$ cat src/rtl/wb_arbiter_if.sv
// Wishbone arbiter request/grant bundle.
// master modport: requester side; slave modport: arbiter side.
interface wb_arbiter_if #(
    parameter int NUM_MASTERS = 2
);
    localparam int OW = $clog2(NUM_MASTERS);

    logic [NUM_MASTERS-1:0] cyc_i;
    logic [NUM_MASTERS-1:0] lock_i;
    logic                   ack_i;
    logic [NUM_MASTERS-1:0] gnt_o;
    logic [OW-1:0]          owner_o;
    logic                   busy_o;
    logic                   timeout_o;

    modport master (
        output cyc_i, lock_i, ack_i,
        input  gnt_o, owner_o, busy_o, timeout_o
    );

    modport slave (
        input  cyc_i, lock_i, ack_i,
        output gnt_o, owner_o, busy_o, timeout_o
    );
endinterface

$ cat src/rtl/wb_arbiter.sv
// Round-robin wishbone bus arbiter with lock support.
// Optional watchdog release enabled by WB_ARB_TIMEOUT_EN.
module wb_arbiter #(
    parameter int NUM_MASTERS    = 2,
    parameter int TIMEOUT_CYCLES = 255
) (
    input logic         clk,
    input logic         rstn_i,
    wb_arbiter_if.slave bus
);
    localparam int OW = $clog2(NUM_MASTERS);
    localparam logic [NUM_MASTERS-1:0] ONE = 1;

    typedef enum logic [1:0] {
        IDLE,
        GRANT,
        LOCKED
    } state_t;

    state_t        state;
    logic [OW-1:0] lp;
    logic [OW-1:0] win;
    logic          any_req;
    logic          own_cyc;
    logic          own_lock;
    logic          expire;

    assign any_req  = |bus.cyc_i;
    assign own_cyc  = bus.cyc_i[bus.owner_o];
    assign own_lock = bus.lock_i[bus.owner_o];

    // First requester after the last owner, wrapping around.
    always_comb begin
        logic found;
        int   j;
        win   = '0;
        found = 1'b0;
        j     = 0;
        for (int k = 1; k <= NUM_MASTERS; k++) begin
            j = int'(lp) + k;
            if (j >= NUM_MASTERS) j = j - NUM_MASTERS;
            if (!found && bus.cyc_i[j]) begin
                win   = OW'(j);
                found = 1'b1;
            end
        end
    end

`ifdef WB_ARB_TIMEOUT_EN
    logic [15:0] cnt;

    assign expire = (state != IDLE) &&
                    (cnt == 16'(TIMEOUT_CYCLES));

    always_ff @(posedge clk or negedge rstn_i) begin
        if (!rstn_i) begin
            cnt <= '0;
        end else if (state == IDLE) begin
            if (any_req) cnt <= '0;
        end else if (bus.ack_i) begin
            cnt <= '0;
        end else begin
            cnt <= cnt + 16'd1;
        end
    end
`else
    logic unused_ack;

    assign unused_ack = bus.ack_i;
    assign expire     = 1'b0;
`endif

    always_ff @(posedge clk or negedge rstn_i) begin
        if (!rstn_i) begin
            state         <= IDLE;
            lp            <= OW'(NUM_MASTERS - 1);
            bus.gnt_o     <= '0;
            bus.owner_o   <= '0;
            bus.busy_o    <= 1'b0;
            bus.timeout_o <= 1'b0;
        end else begin
            bus.timeout_o <= expire;
            unique case (state)
                IDLE: begin
                    if (any_req) begin
                        bus.gnt_o   <= ONE << win;
                        bus.owner_o <= win;
                        bus.busy_o  <= 1'b1;
                        lp          <= win;
                        state       <= GRANT;
                    end
                end
                GRANT, LOCKED: begin
                    if (expire || (!own_cyc && !own_lock)) begin
                        bus.gnt_o   <= '0;
                        bus.owner_o <= '0;
                        bus.busy_o  <= 1'b0;
                        state       <= IDLE;
                    end else if (own_cyc) begin
                        state <= GRANT;
                    end else begin
                        state <= LOCKED;
                    end
                end
                default: state <= IDLE;
            endcase
        end
    end
endmodule

$ cat src/flat_wrapper.sv
// flat-port wrapper written by rule: the top's interface ports become plain ports
module wb_arbiter_flat 
#(
    parameter int NUM_MASTERS    = 2,
    parameter int TIMEOUT_CYCLES = 255
)
  (clk, rstn_i, bus_cyc_i, bus_lock_i, bus_ack_i, bus_gnt_o, bus_owner_o, bus_busy_o, bus_timeout_o);
  wb_arbiter_if #(.NUM_MASTERS(NUM_MASTERS)) bus_i ();
  input logic clk;
  input logic rstn_i;
  input wire logic [$bits(bus_i.cyc_i)-1:0] bus_cyc_i;
  input wire logic [$bits(bus_i.lock_i)-1:0] bus_lock_i;
  input wire logic [$bits(bus_i.ack_i)-1:0] bus_ack_i;
  output wire logic [$bits(bus_i.gnt_o)-1:0] bus_gnt_o;
  output wire logic [$bits(bus_i.owner_o)-1:0] bus_owner_o;
  output wire logic [$bits(bus_i.busy_o)-1:0] bus_busy_o;
  output wire logic [$bits(bus_i.timeout_o)-1:0] bus_timeout_o;
  assign bus_i.cyc_i = bus_cyc_i;
  assign bus_i.lock_i = bus_lock_i;
  assign bus_i.ack_i = bus_ack_i;
  assign bus_gnt_o = bus_i.gnt_o;
  assign bus_owner_o = bus_i.owner_o;
  assign bus_busy_o = bus_i.busy_o;
  assign bus_timeout_o = bus_i.timeout_o;
  wb_arbiter #(.NUM_MASTERS(NUM_MASTERS), .TIMEOUT_CYCLES(TIMEOUT_CYCLES)) u_core (.clk(clk), .rstn_i(rstn_i), .bus(bus_i));
endmodule
$ cat config.mk
export PLATFORM = sky130hd
export DESIGN_NAME = wb_arbiter_flat
export DESIGN_NICKNAME = d
export VERILOG_FILES = /design/src/rtl/wb_arbiter_if.sv /design/src/rtl/wb_arbiter.sv /design/src/flat_wrapper.sv
export SDC_FILE = /design/constraint.sdc
export NUM_CORES = 1
export LEC_CHECK = 0
export ABC_AREA = 1
export CAP_MARGIN = 15
export CELL_PAD_IN_SITES_DETAIL_PLACEMENT = 1
export CELL_PAD_IN_SITES_GLOBAL_PLACEMENT = 1
export CORE_MARGIN = 3
export CORE_UTILIZATION = 29
export CTS_CLUSTER_DIAMETER = 60
export DETAILED_ROUTE_END_ITERATION = 16
export MAX_ROUTING_LAYER = met4
export PLACE_DENSITY = 0.72
export SLEW_MARGIN = 10
export SYNTH_ARGS = -nofsm -noshare
export SYNTH_HDL_FRONTEND = slang
export SYNTH_SLANG_ARGS = --single-unit
$ cat constraint.sdc
create_clock -name clk -period 1.21 [get_ports clk]
set_input_delay 0.242 -clock clk [delete_from_list [all_inputs] [get_ports clk]]
set_output_delay 0.242 -clock clk [all_outputs]
set_load 0.01 [all_outputs]
# Word level (Yosys, flattened, before mapping)
# Cells that the tools add are included.
[word_totals]
register_bits = 7
latchBits = 0
ram_bits = 0
mem_bits_ro = 0
input_bits = 7
word_cells = 57
n_memories = 0
[classes]
add_sub_neg = 4
mul = 0
n_div = 0
n_lt_le_gt_ge = 5
n_eq_ne = 4
shifts = 1
mux = 27
bitwise_logic = 0
reduce_logical = 11
[op_table]
columns = ["op", "count"]
rows = [
  ["32-bit by 3-bit >= comparator with 1-bit output (second input constant)", 2],
  ["32-bit by 3-bit < comparator with 1-bit output (second input constant)", 2],
  ["32-bit two-way mux", 2],
  ["32-bit by 3-bit subtractor with 32-bit output (second input constant)", 2],
  ["1-bit two-way mux", 16],
  ["2-bit two-way mux", 5],
  ["2-bit one-hot mux with 2 select lines", 2],
  ["2-bit by 1-bit inequality test with 1-bit output (second input constant)", 2],
  ["1-bit one-hot mux with 2 select lines", 2],
  ["2-bit OR reduction", 2],
  ["1-bit by 2-bit adder with 3-bit output (second input constant)", 1],
  ["1-bit logical NOT", 3],
  ["3-bit AND reduction", 1],
  ["1-bit by 1-bit adder with 2-bit output (second input constant)", 1],
  ["2-bit by 1-bit equality test with 1-bit output (second input constant)", 1],
  ["2-bit equality test (second input constant)", 1],
  ["1-bit logical AND", 2],
  ["2-bit logical NOT", 1],
  ["1-bit by 2-bit < comparator with 1-bit output (second input constant)", 1],
  ["2-bit AND reduction", 1],
  ["2-bit nonzero test", 1],
  ["1-bit by 1-bit << shifter with 2-bit output (first input constant)", 1],
]

# Logic depth before layout (Yosys ltp)
[depth]
word_depth = 13
ltp_mapped = 7
mapped_depth_nobuf = 7

# Least setup slack after synthesis
# Ideal clock, no wire load.
[synth_timing]
path_type = "reg2reg"
from = "register u_core.state[0]"
to = "register u_core.bus.owner_o"
setup_time_ns = 0.117
arrival_time_ns = 0.981
required_time_ns = 1.093
slack_ns = 0.112
path_stages_with_launch = 7
n_path_buf = 0
path_cell_list = "dfrtp_1 -> inv_1 -> ha_1 -> nand3_1 -> nand3_2 -> nand2_1 -> nand2_1"
[synth_via]
elab_chain_len = 4
[synth_lines]
columns = ["element", "line", "rtl"]
rows = [
  ["start: declaration", "wb_arbiter.sv:20", "state_t state;"],
  ["start signal: assignment", "wb_arbiter.sv:75", "state <= IDLE;"],
  ["start signal: assignment", "wb_arbiter.sv:90", "state <= GRANT;"],
  ["start signal: assignment", "wb_arbiter.sv:98", "state <= IDLE;"],
  ["2-bit by 1-bit equality test with 1-bit output / 2-bit equality test (equally long branches)", "wb_arbiter.sv:83", "unique case (state)"],
  ["2-bit OR reduction", "wb_arbiter.sv:83", ""],
  ["2-bit by 1-bit inequality test with 1-bit output (no line) / 2-bit nonzero test (equally long branches)", "--", ""],
  ["3-bit AND reduction (no line)", "--", ""],
  ["end signal: assignment", "wb_arbiter.sv:87", "bus.owner_o <= win;"],
  ["end: declaration", "wb_arbiter_if.sv:23", "output gnt_o, owner_o, busy_o, timeout_o"],
]
# Several ways; a longest one is shown, not always the timed one.
# A chain may end at the register's enable or synchronous reset.

# Worst setup path in the final report
[layout_timing]
from = "register u_core.bus.owner_o"
to = "output bus_owner_o"
[layout_rtl]
columns = ["element", "line", "rtl"]
rows = [
  ["end: declaration", "flat_wrapper.sv:15", "output wire logic [$bits(bus_i.owner_o)-1:0] bus_owner_o;"],
]
# No word-level cell between the ends.

==> impl_metrics.yaml <==
clock_tree:
  cts_buffers: 3
  clock_latency_ns: 0.26
  htree_levels: 1
  clockBufferDepth: 2
  cts-root-buf: "clkbuf_4"
  cts_tree: "yes"
  cts.clk_slew.worst_paths_ns: 0.06
  clock-sinks: 6
synth:
  syn_inst: 51
  avgSynthCellArea_um2: 7.409
  ys_types: 15
  syn_area_um2: 377.9
  synth_warnings: 0
  syn_nets: 60
  ys_ff_latch: 6
  ys_seq_area_share_pct: 40.07
die:
  die-area_um2: 1772
  coreArea_um2: 1156
  die_h_um: 42.10
  floorplan.io_pins: 12
  fp.dieW_um: 42.10
  initial_core_util_pct: 32.68
  fp-row-count: 12
worst_setup_path:
  cp.required_ns: 0.97
  rr_worst_depth: 6
  worstSetupPathDepth: 1
  crit_fanout: 3
  critical_path.top_delay_family: "flip-flops"
  cpPeakStageDelay_ns: 0.38
  crit_arrival_ns: 0.91
  crit_slowest_cell: "dfrtp_1"
  end_kind: "output port"
  crit_type: "flop to output port"
  startpoint_type: "flop"
  path_buf_inv: 1
  path_cells: "dlygate4sd2_1"
final_layout:
  diodes: 0
  utilization_pct: 46.43
  fin_nets: 75
  area.growth.synth_to_final_pct: 42.05
  layout-drive-gt1-share_pct: 27.69
  layout.cells.non_filler: 79
routing:
  drt-wirelength-per-cell_um: 11.58
  wl_met1_um: 412
  route.met3.wl_um: 41
  num_vias: 364
  top_layer: "met4"
  drtAntennaViolNets: 0
  via_per_inst: 4.608
  drc: 0
  first_pass_iters: 2
  drtIter0Drc: 3
  wl_met2_um: 434
  drt_wl_total_um: 915
grt:
  antenna_found_initial: 0
  gr-usage-all-layers_pct: 12.59
  grt_overflow: 0
  grt_pass1_wl_um: 1587
  grt_max_degree: 7
  grt_pass1_vias: 368
power_and_ir_drop:
  comb_power_share_pct: 59.9
  swShare_pct: 43.17
  pwr-share-seq_pct: 25.4
  clkPwrFrac_pct: 14.7
  netSwitchingPower_uw: 641.5
  power_leakage_nw: 0.2920
  powerDensity_nw_per_um2: 2769
  p_int_uw: 844.7
  peakVddDrop_v: 0.001202
sta:
  rsz0062_at_grt: "no"
  whs_ns: 0.2353
  drv_slew: 0
  finalHoldViolCount: 0
  fin_setup_tns_ns: 0
  fmax_mhz: 865.6
  finalCriticalPeriod_ns: 1.155
  setup_violations: 0
  period_share_pct: 95.47
  finClkSkew_ns: 0.005915
hold_path:
  hold_class: "primary input to asynchronous set/reset pin"
place:
  gp_congestion: 0.7525
  dp_cells: 74
  dp_hpwl_um: 676.9
  port_buffers: 9
run_status:
  outcome: "complete, no violations"
run:
  drv_cap: 0
power groups by stage:
stage / Clock (mW) / Combinational (mW) / Sequential, mW
2_1_floorplan: 0 / 0.510 / 0.399
3_3_place_gp: 0 / 0.793 / 0.371
3_5_place_dp: 0 / 0.804 / 0.374
4_1_cts: 0.229 / 0.853 / 0.373
5_1_grt: 0.244 / 1.01 / 0.393
6_report: 0.218 / 0.890 / 0.378
cell type report:
| cell class | count | area, um2 |
|---|---|---|
| inverter | 11 | 41.29 |
| fill | 145 | 619.3 |
| clock buffer | 4 | 26.28 |
| timing repair buffer | 12 | 107.6 |
| sequential | 6 | 151.4 |
| multi-input combinational | 32 | 192.7 |
| tap | 14 | 17.52 |
sequential cells by signal, summed over array words and instances, names as in the netlist:
name,count
u_core.bus.busy_o,1
u_core.state,2
u_core.lp,1
u_core.bus.gnt_o,1
u_core.bus.owner_o,1
metrics by stage:
step | power, mW | cell area, um2 | setup slack, ns
6_report | 1.486 | 536.8 | 0.05478
2_1_floorplan | 0.9090 | 377.9 | 0.1124
4_1_cts | 1.455 | 524.3 | 0.01524
3_5_place_dp | 1.179 | 485.5 | -0.1778
3_3_place_gp | 1.164 | 485.5 | -0.1626
5_1_grt | 1.644 | 536.8 | 0.004315
synth_stat cells (all sizes together):
cell type	count	area [um2]
nand2	18	70.07
inv	11	41.29
dfrtp	5	125.1
nand3	5	35.03
o21ai	3	15.01
buf	2	15.01
ha	2	25.02
a21oi	1	8.760
conb	1	3.750
dfstp	1	26.28
nor2	1	6.260
o22ai	1	6.260
what timing repair did:
item                       in CTS  in global routing
buffers inserted                0                  1
setup endpoints to repair       7                  4
gates resized for setup         6                  3
hold buffers                    0                  0
pin swaps                       0                  2
kinds of logic after synthesis:
logic type / synth area share [%]
and+or+nand+nor: 29.47
DFF: 40.07
adders and majority gates: 6.621
AOI/OAI and AO/OA: 7.947
buffers and inverters: 14.90
other: 0.9924
layout by cell type, fill, tap and decap left out, types with 3 or more instances in the layout:
cell and instances:
dfrtp_1 5, clkbuf_4 3, nand2_1 17, clkdlybuf4s50_1 5, nand3_2 4, buf_4 3
o21ai_0 3, dlygate4sd2_1 4, inv_2 3, inv_1 8
final timing paths:
| check | start | slack [ns] | endpoint |
|---|---|---|---|
| max in group asynchronous | rstn_i | 0.69 | u_core.lp$_DFFE_PN1P_ |
| worst max-delay path | u_core.bus.owner_o$_DFFE_PN0P_ | 0.05 | bus_owner_o |
| min in group clk | u_core.bus.busy_o$_DFFE_PN0P_ | 0.47 | u_core.bus.busy_o$_DFFE_PN0P_ |
| worst max register to register | u_core.state[0]$_DFFE_PN0P_ | 0.07 | u_core.bus.gnt_o[0]$_DFFE_PN0P_ |
| worst min-delay path | rstn_i | 0.24 | u_core.bus.busy_o$_DFFE_PN0P_ |
| worst min register to register | u_core.bus.busy_o$_DFFE_PN0P_ | 0.47 | u_core.bus.busy_o$_DFFE_PN0P_ |
per-layer routing:
| metal | track usage, % | up-vias |
|---|---|---|
| li1 | - | 179 |
| met1 | 15.03 | 171 |
| met5 | - | - |
| met2 | 17.59 | 10 |
| met3 | 3.863 | 4 |
| met4 | 9.317 | 0 |
(Power assumes the default switching activity.)
